--- config.mk ---
export PLATFORM = sky130hd
export DESIGN_NAME = uart_tx
export DESIGN_NICKNAME = d
export VERILOG_FILES = /design/src/rtl/uart_tx.sv
export SDC_FILE = /design/constraint.sdc
export NUM_CORES = 1
export LEC_CHECK = 0
export CELL_PAD_IN_SITES_DETAIL_PLACEMENT = 0
export CELL_PAD_IN_SITES_GLOBAL_PLACEMENT = 1
export CORE_MARGIN = 2
export CORE_UTILIZATION = 40
export DETAILED_ROUTE_END_ITERATION = 8
export PLACE_DENSITY = 0.81
export SYNTH_ARGS = -nofsm -noshare
export SYNTH_HDL_FRONTEND = slang
export SYNTH_SLANG_ARGS = --single-unit
--- constraint.sdc ---
create_clock -name in_clk -period 2.1 [get_ports in_clk]
set_input_delay 0.21 -clock in_clk [delete_from_list [all_inputs] [get_ports in_clk]]
set_output_delay 0.21 -clock in_clk [all_outputs]
set_load 0.01 [all_outputs]
--- src/rtl/uart_tx.sv ---
// UART transmitter: 8 data bits LSB first, optional even/odd parity, 1 or 2 stop bits.
// A one-deep holding register lets consecutive frames leave with no idle gap.
module uart_tx #(
    parameter int CLKS_PER_BIT = 118,
    parameter int PARITY       = 0,
    parameter int STOP_BITS    = 1
) (
    input  logic       in_clk,
    input  logic       in_rst,
    input  logic       in_tx_valid,
    input  logic [7:0] in_tx_data,
    output logic       out_tx_ready,
    output logic       out_tx,
    output logic       out_tx_busy,
    output logic       out_tx_done
);

    localparam int CNT_W = $clog2(CLKS_PER_BIT);
    localparam logic [CNT_W-1:0] BAUD_LAST = CNT_W'(CLKS_PER_BIT - 1);
    localparam logic STOP_LAST = 1'(STOP_BITS - 1);

    localparam logic [2:0] S_IDLE   = 3'd0;
    localparam logic [2:0] S_START  = 3'd1;
    localparam logic [2:0] S_DATA   = 3'd2;
    localparam logic [2:0] S_PARITY = 3'd3;
    localparam logic [2:0] S_STOP   = 3'd4;

    if (PARITY < 0 || PARITY > 2) begin : g_bad_parity
        $error("uart_tx: PARITY must be 0, 1 or 2");
    end
    if (STOP_BITS < 1 || STOP_BITS > 2) begin : g_bad_stop
        $error("uart_tx: STOP_BITS must be 1 or 2");
    end
    if (CLKS_PER_BIT < 4) begin : g_bad_baud
        $error("uart_tx: CLKS_PER_BIT must be at least 4");
    end

    logic [2:0]       state_q, state_d;
    logic [CNT_W-1:0] baud_q, baud_d;
    logic [2:0]       bit_q, bit_d;
    logic             stop_q, stop_d;
    logic [7:0]       shift_q, shift_d;
    logic             par_q, par_d;
    logic             hold_full_q, hold_full_d;
    logic [7:0]       hold_data_q, hold_data_d;
    logic             ready_q, ready_d;
    logic             tx_q, tx_d;
    logic             done_q, done_d;
    logic             baud_end;
    logic             load;
    logic             accept;

    assign baud_end = (baud_q == BAUD_LAST);

    always_comb begin
        state_d = state_q;
        baud_d  = baud_q;
        bit_d   = bit_q;
        stop_d  = stop_q;
        shift_d = shift_q;
        par_d   = par_q;
        done_d  = 1'b0;
        load    = 1'b0;

        case (state_q)
            S_IDLE: begin
                if (hold_full_q) begin
                    load    = 1'b1;
                    state_d = S_START;
                    baud_d  = '0;
                end
            end
            S_START: begin
                if (baud_end) begin
                    state_d = S_DATA;
                    baud_d  = '0;
                    bit_d   = '0;
                end else begin
                    baud_d = baud_q + 1'b1;
                end
            end
            S_DATA: begin
                if (baud_end) begin
                    baud_d  = '0;
                    shift_d = {1'b0, shift_q[7:1]};
                    bit_d   = bit_q + 3'd1;
                    if (bit_q == 3'd7) begin
                        state_d = (PARITY != 0) ? S_PARITY : S_STOP;
                        stop_d  = 1'b0;
                    end
                end else begin
                    baud_d = baud_q + 1'b1;
                end
            end
            S_PARITY: begin
                if (baud_end) begin
                    state_d = S_STOP;
                    baud_d  = '0;
                    stop_d  = 1'b0;
                end else begin
                    baud_d = baud_q + 1'b1;
                end
            end
            S_STOP: begin
                if (baud_end) begin
                    baud_d = '0;
                    if (stop_q == STOP_LAST) begin
                        done_d = 1'b1;
                        stop_d = 1'b0;
                        // Chain straight into the next start bit when a byte is waiting.
                        if (hold_full_q) begin
                            load    = 1'b1;
                            state_d = S_START;
                        end else begin
                            state_d = S_IDLE;
                        end
                    end else begin
                        stop_d = stop_q + 1'b1;
                    end
                end else begin
                    baud_d = baud_q + 1'b1;
                end
            end
            default: state_d = S_IDLE;
        endcase

        if (load) begin
            shift_d = hold_data_q;
            par_d   = (PARITY == 2) ? ~^hold_data_q : ^hold_data_q;
        end
    end

    always_comb begin
        accept      = in_tx_valid & ready_q;
        hold_full_d = (hold_full_q & ~load) | accept;
        hold_data_d = accept ? in_tx_data : hold_data_q;
        // NOTE: ready is registered from the next-state hold flag, so it never
        // depends combinationally on in_tx_valid yet still tracks load/accept exactly.
        ready_d     = ~hold_full_d;

        case (state_d)
            S_START:  tx_d = 1'b0;
            S_DATA:   tx_d = shift_d[0];
            S_PARITY: tx_d = par_d;
            default:  tx_d = 1'b1;
        endcase
    end

    always_ff @(posedge in_clk or negedge in_rst) begin
        if (!in_rst) begin
            state_q     <= S_IDLE;
            baud_q      <= '0;
            bit_q       <= '0;
            stop_q      <= 1'b0;
            shift_q     <= '0;
            par_q       <= 1'b0;
            hold_full_q <= 1'b0;
            hold_data_q <= '0;
            ready_q     <= 1'b1;
            tx_q        <= 1'b1;
            done_q      <= 1'b0;
        end else begin
            state_q     <= state_d;
            baud_q      <= baud_d;
            bit_q       <= bit_d;
            stop_q      <= stop_d;
            shift_q     <= shift_d;
            par_q       <= par_d;
            hold_full_q <= hold_full_d;
            hold_data_q <= hold_data_d;
            ready_q     <= ready_d;
            tx_q        <= tx_d;
            done_q      <= done_d;
        end
    end

    assign out_tx_ready = ready_q;
    assign out_tx       = tx_q;
    assign out_tx_busy  = (state_q != S_IDLE);
    assign out_tx_done  = done_q;

endmodule

==> impl_metrics.csv <==
group,metric,value,unit
setup_path,endpoint_kind,"flop",
floorplan,core_area,0.004058,mm^2
floorplan,ios,15,
logic_synthesis,synth_area,0.001707,mm^2
setup_path,crit_path_start_kind,"flop",
routing,first_pass_iters,4,
logic_synthesis,synth_nets,173,
logic_synthesis,synth_edf_count,0,
clock_network,clk_pin_slew,70,ps
layout,layout-drive-gt1-share,16.20,%
clock_network,cts_setup_buffers,0,
routing,drc,0,
logic_synthesis,avgSynthCellArea,10.80,um^2
sta,fmax,514.0,MHz
global_route,grt_overflow,0,
sta,final-max-slew-violation-count,0,
sta,slew_headroom,70.00,%
logic_synthesis,ys_seq_area_share,50.00,%
routing,drt-met1-wl,1387,um
routing,ant_nets,0,
run,cap_viol_max_count,0,
clock_network,root_buffer,"clkbuf_8",
routing,first_iter_violations,77,
clock_network,cts_resized,0,
logic_synthesis,synthFlopType,"dfrtp_1",
setup_path,critPathKind,"reg -> reg",
sta,min_period,1946,ps
worst_hold_path,hp-class,"in -> async",
logic_synthesis,synth-seq-cells,34,
setup_path,cp_top_family,"simple AND/OR/NAND/NOR gates",
clock_network,clkSinkCount,34,
routing,vias_per_cell,5.493,
floorplan,die_h,69.32,um
clock_network,cts_max_level,2,
sta,finalSetupViolCount,0,
logic_synthesis,syn_inst,158,
setup_path,worst-path-buf-inv,1,
clock_network,cts_buffers,5,
routing,wl_met2,1578,um
sta,setup_tns,0,ps
setup_path,path_cells,"inv_1 > ha_1 > nand4b_4 > or2_1 > a21oi_4 > nor2_2 > a221o_1",
global_route,grt_pass1_vias,1257,
routing,routed_wl,3168,um
global_route,grt_max_degree,35,
logic_synthesis,synthArstFlopShare,100.0,%
layout,fin_area,0.002001,mm^2
layout,synthToLayoutAreaGrowth,17.23,%
placed_design,port_buffers,14,
global_route,grt_antenna_before_repair,0,
setup_path,crit_slowest_cell,"dfrtp_1",
sta,hold_viol_final,0,
setup_path,arrival,2110,ps
layout,nNetsFinal,193,
sta,worst_pin_slew,446.5,ps
setup_path,rrSetupSlack,150,ps
logic_synthesis,yosys_warnings,0,
routing,wl_per_cell,13.83,um
layout,fill_cells,354,
routing,vias,1258,
sta,fin_crit_sh,92.65,%
placed_design,gp_congestion,0.8664,
logic_synthesis,ys_types,42,
setup_path,worstPathRequired,2270,ps
sta,rsz0062_at_grt,"no",
pwr,leakage,0.8898,nW
routing,wl_met3,137,um
setup_path,cp_slowest_stage_delay,420,ps
floorplan,rows,23,
clock_network,cts_hold_buf,0,
clock_network,clock_latency,280,ps
routing,routed.top_layer,"met4",
global_route,grtUsageTotal,14.53,%
floorplan,dieArea,0.004805,mm^2
pwr,ir_worst_vdd,647.9,uV
floorplan,initial_utilization,42.06,%
global_route,grt_pass1_wl,5568,um
setup_path,worstPathMaxFanout,7,
placed_design,placed_area,0.001909,mm^2
run_status,outcome,"finished clean",
clock_network,cts_tree,"done",
layout,antennaDiodeCount,0,
clock_network,clock_path_buffers,2,
placed_design,dpl.hpwl,2328,um
sta,skew,4.189,ps
floorplan,fp.dieW,69.32,um
pwr,powerDensity,772.1,mW/mm^2
cell type report:
cell class                      count  area (um^2)  area share [%]
Inverter                            3        11.26          0.5629
Sequential cell                    34        853.3           42.65
Clock inverter                      1        5.005          0.2502
Multi-Input combinational cell    115        804.5           40.21
Timing Repair Buffer               19        177.7           8.881
Tap cell                           50        62.56           3.127
Clock buffer                        7        86.33           4.315
placed cells by master, fill, tap and decap left out, types with 4 or more instances in the layout:
cell and count:
a21oi_1 4, a221o_1 6, a31oi_1 4, and2_1 6
buf_4 5, clkbuf_8 6, clkdlybuf4s50_1 14, dfrtp_1 32
ha_1 4, mux2_2 9, nand2_1 14, nand3_1 4
nor2_1 9, nor2b_1 4, o21ai_0 14, xnor2_1 7
synth_stat cells (2+ instances only):
cell type  number  area (um^2)
a21oi_1         4        20.02
a221o_1         6        60.06
a31oi_1         4        25.02
and2_1          6        37.54
buf_2           3        15.01
dfrtp_1        32        800.8
dfstp_2         2        52.55
ha_1            4        50.05
inv_1           3        11.26
mux2_2          9        101.4
nand2_1        14        52.55
nand2b_1        3        18.77
nand3_1         4        20.02
nor2_1          9        33.78
nor2b_1         4        25.02
nor3_1          3        15.01
nor3b_1         2        15.01
o21ai_0        14        70.07
o22ai_1         2        12.51
o31ai_1         2        15.01
xnor2_1         7        61.31
worst reg2reg max path, delay by kind of cell, from the launching register on:
family | cells | cell delay (ps)
simple gates | 3 | 640
compound gates | 2 | 520
flops | 1 | 420
fa+ha+maj | 1 | 180
buf+inv | 1 | 70
metal layers:
metal | GRT usage [%] | vias up
li1 | - | 611
met1 | 16.65 | 614
met2 | 24.79 | 29
met3 | 4.070 | 4
met4 | 7.190 | 0
met5 | 0 | -
sequential cells by signal, summed over array words and instances, names as in the netlist:
signal / cells
baud_q: 7
bit_q: 3
hold_data_q: 8
hold_full_q: 1
out_tx: 1
out_tx_done: 1
out_tx_ready: 1
par_q: 1
shift_q: 8
state_q: 3
power by group:
part	internal, mW	leakage [nW]	switching [mW]
Clock	0.264	0.0482	0.228
Combinational	0.171	0.411	0.102
Sequential	0.717	0.431	0.0629
path summary, 6_finish.rpt:
kind,start,endpoint,cells after the start
max,baud_q[1]$_DFFE_PN0P_,shift_q[6]$_DFFE_PN0P_,7
min,in_rst,baud_q[5]$_DFFE_PN0P_,2
max reg2reg,baud_q[1]$_DFFE_PN0P_,shift_q[6]$_DFFE_PN0P_,7
min reg2reg,shift_q[7]$_DFFE_PN0P_,shift_q[7]$_DFFE_PN0P_,1
max in group asynchronous,in_rst,out_tx_ready$_DFF_PN1_,2
min in group in_clk,shift_q[7]$_DFFE_PN0P_,shift_q[7]$_DFFE_PN0P_,1
per-stage QoR:
step	utilization [%]	hold WS (ps)	power (mW)	setup WS (ps)	cells
after floorplan	-	-85.59	0.9875	311.5	158
after global placement	47.06	479.7	1.058	248.3	221
after detailed placement	47.06	484.5	1.067	156.0	221
after CTS	49.31	346.7	1.566	146.3	229
after global routing	49.31	369.5	1.631	68.44	229
final	49.31	327.8	1.545	154.3	229
logic make-up after synthesis:
kind of cell,share of synthesized area [%]
DFF,50.00
and+or+nand+nor,19.21
buffers and inverters,2.859
adders and majority gates,2.933
muxes,5.939
xor gates and xnor gates,3.592
AOI/OAI and AO/OA,15.47
Power figures use the tool's default switching activity.
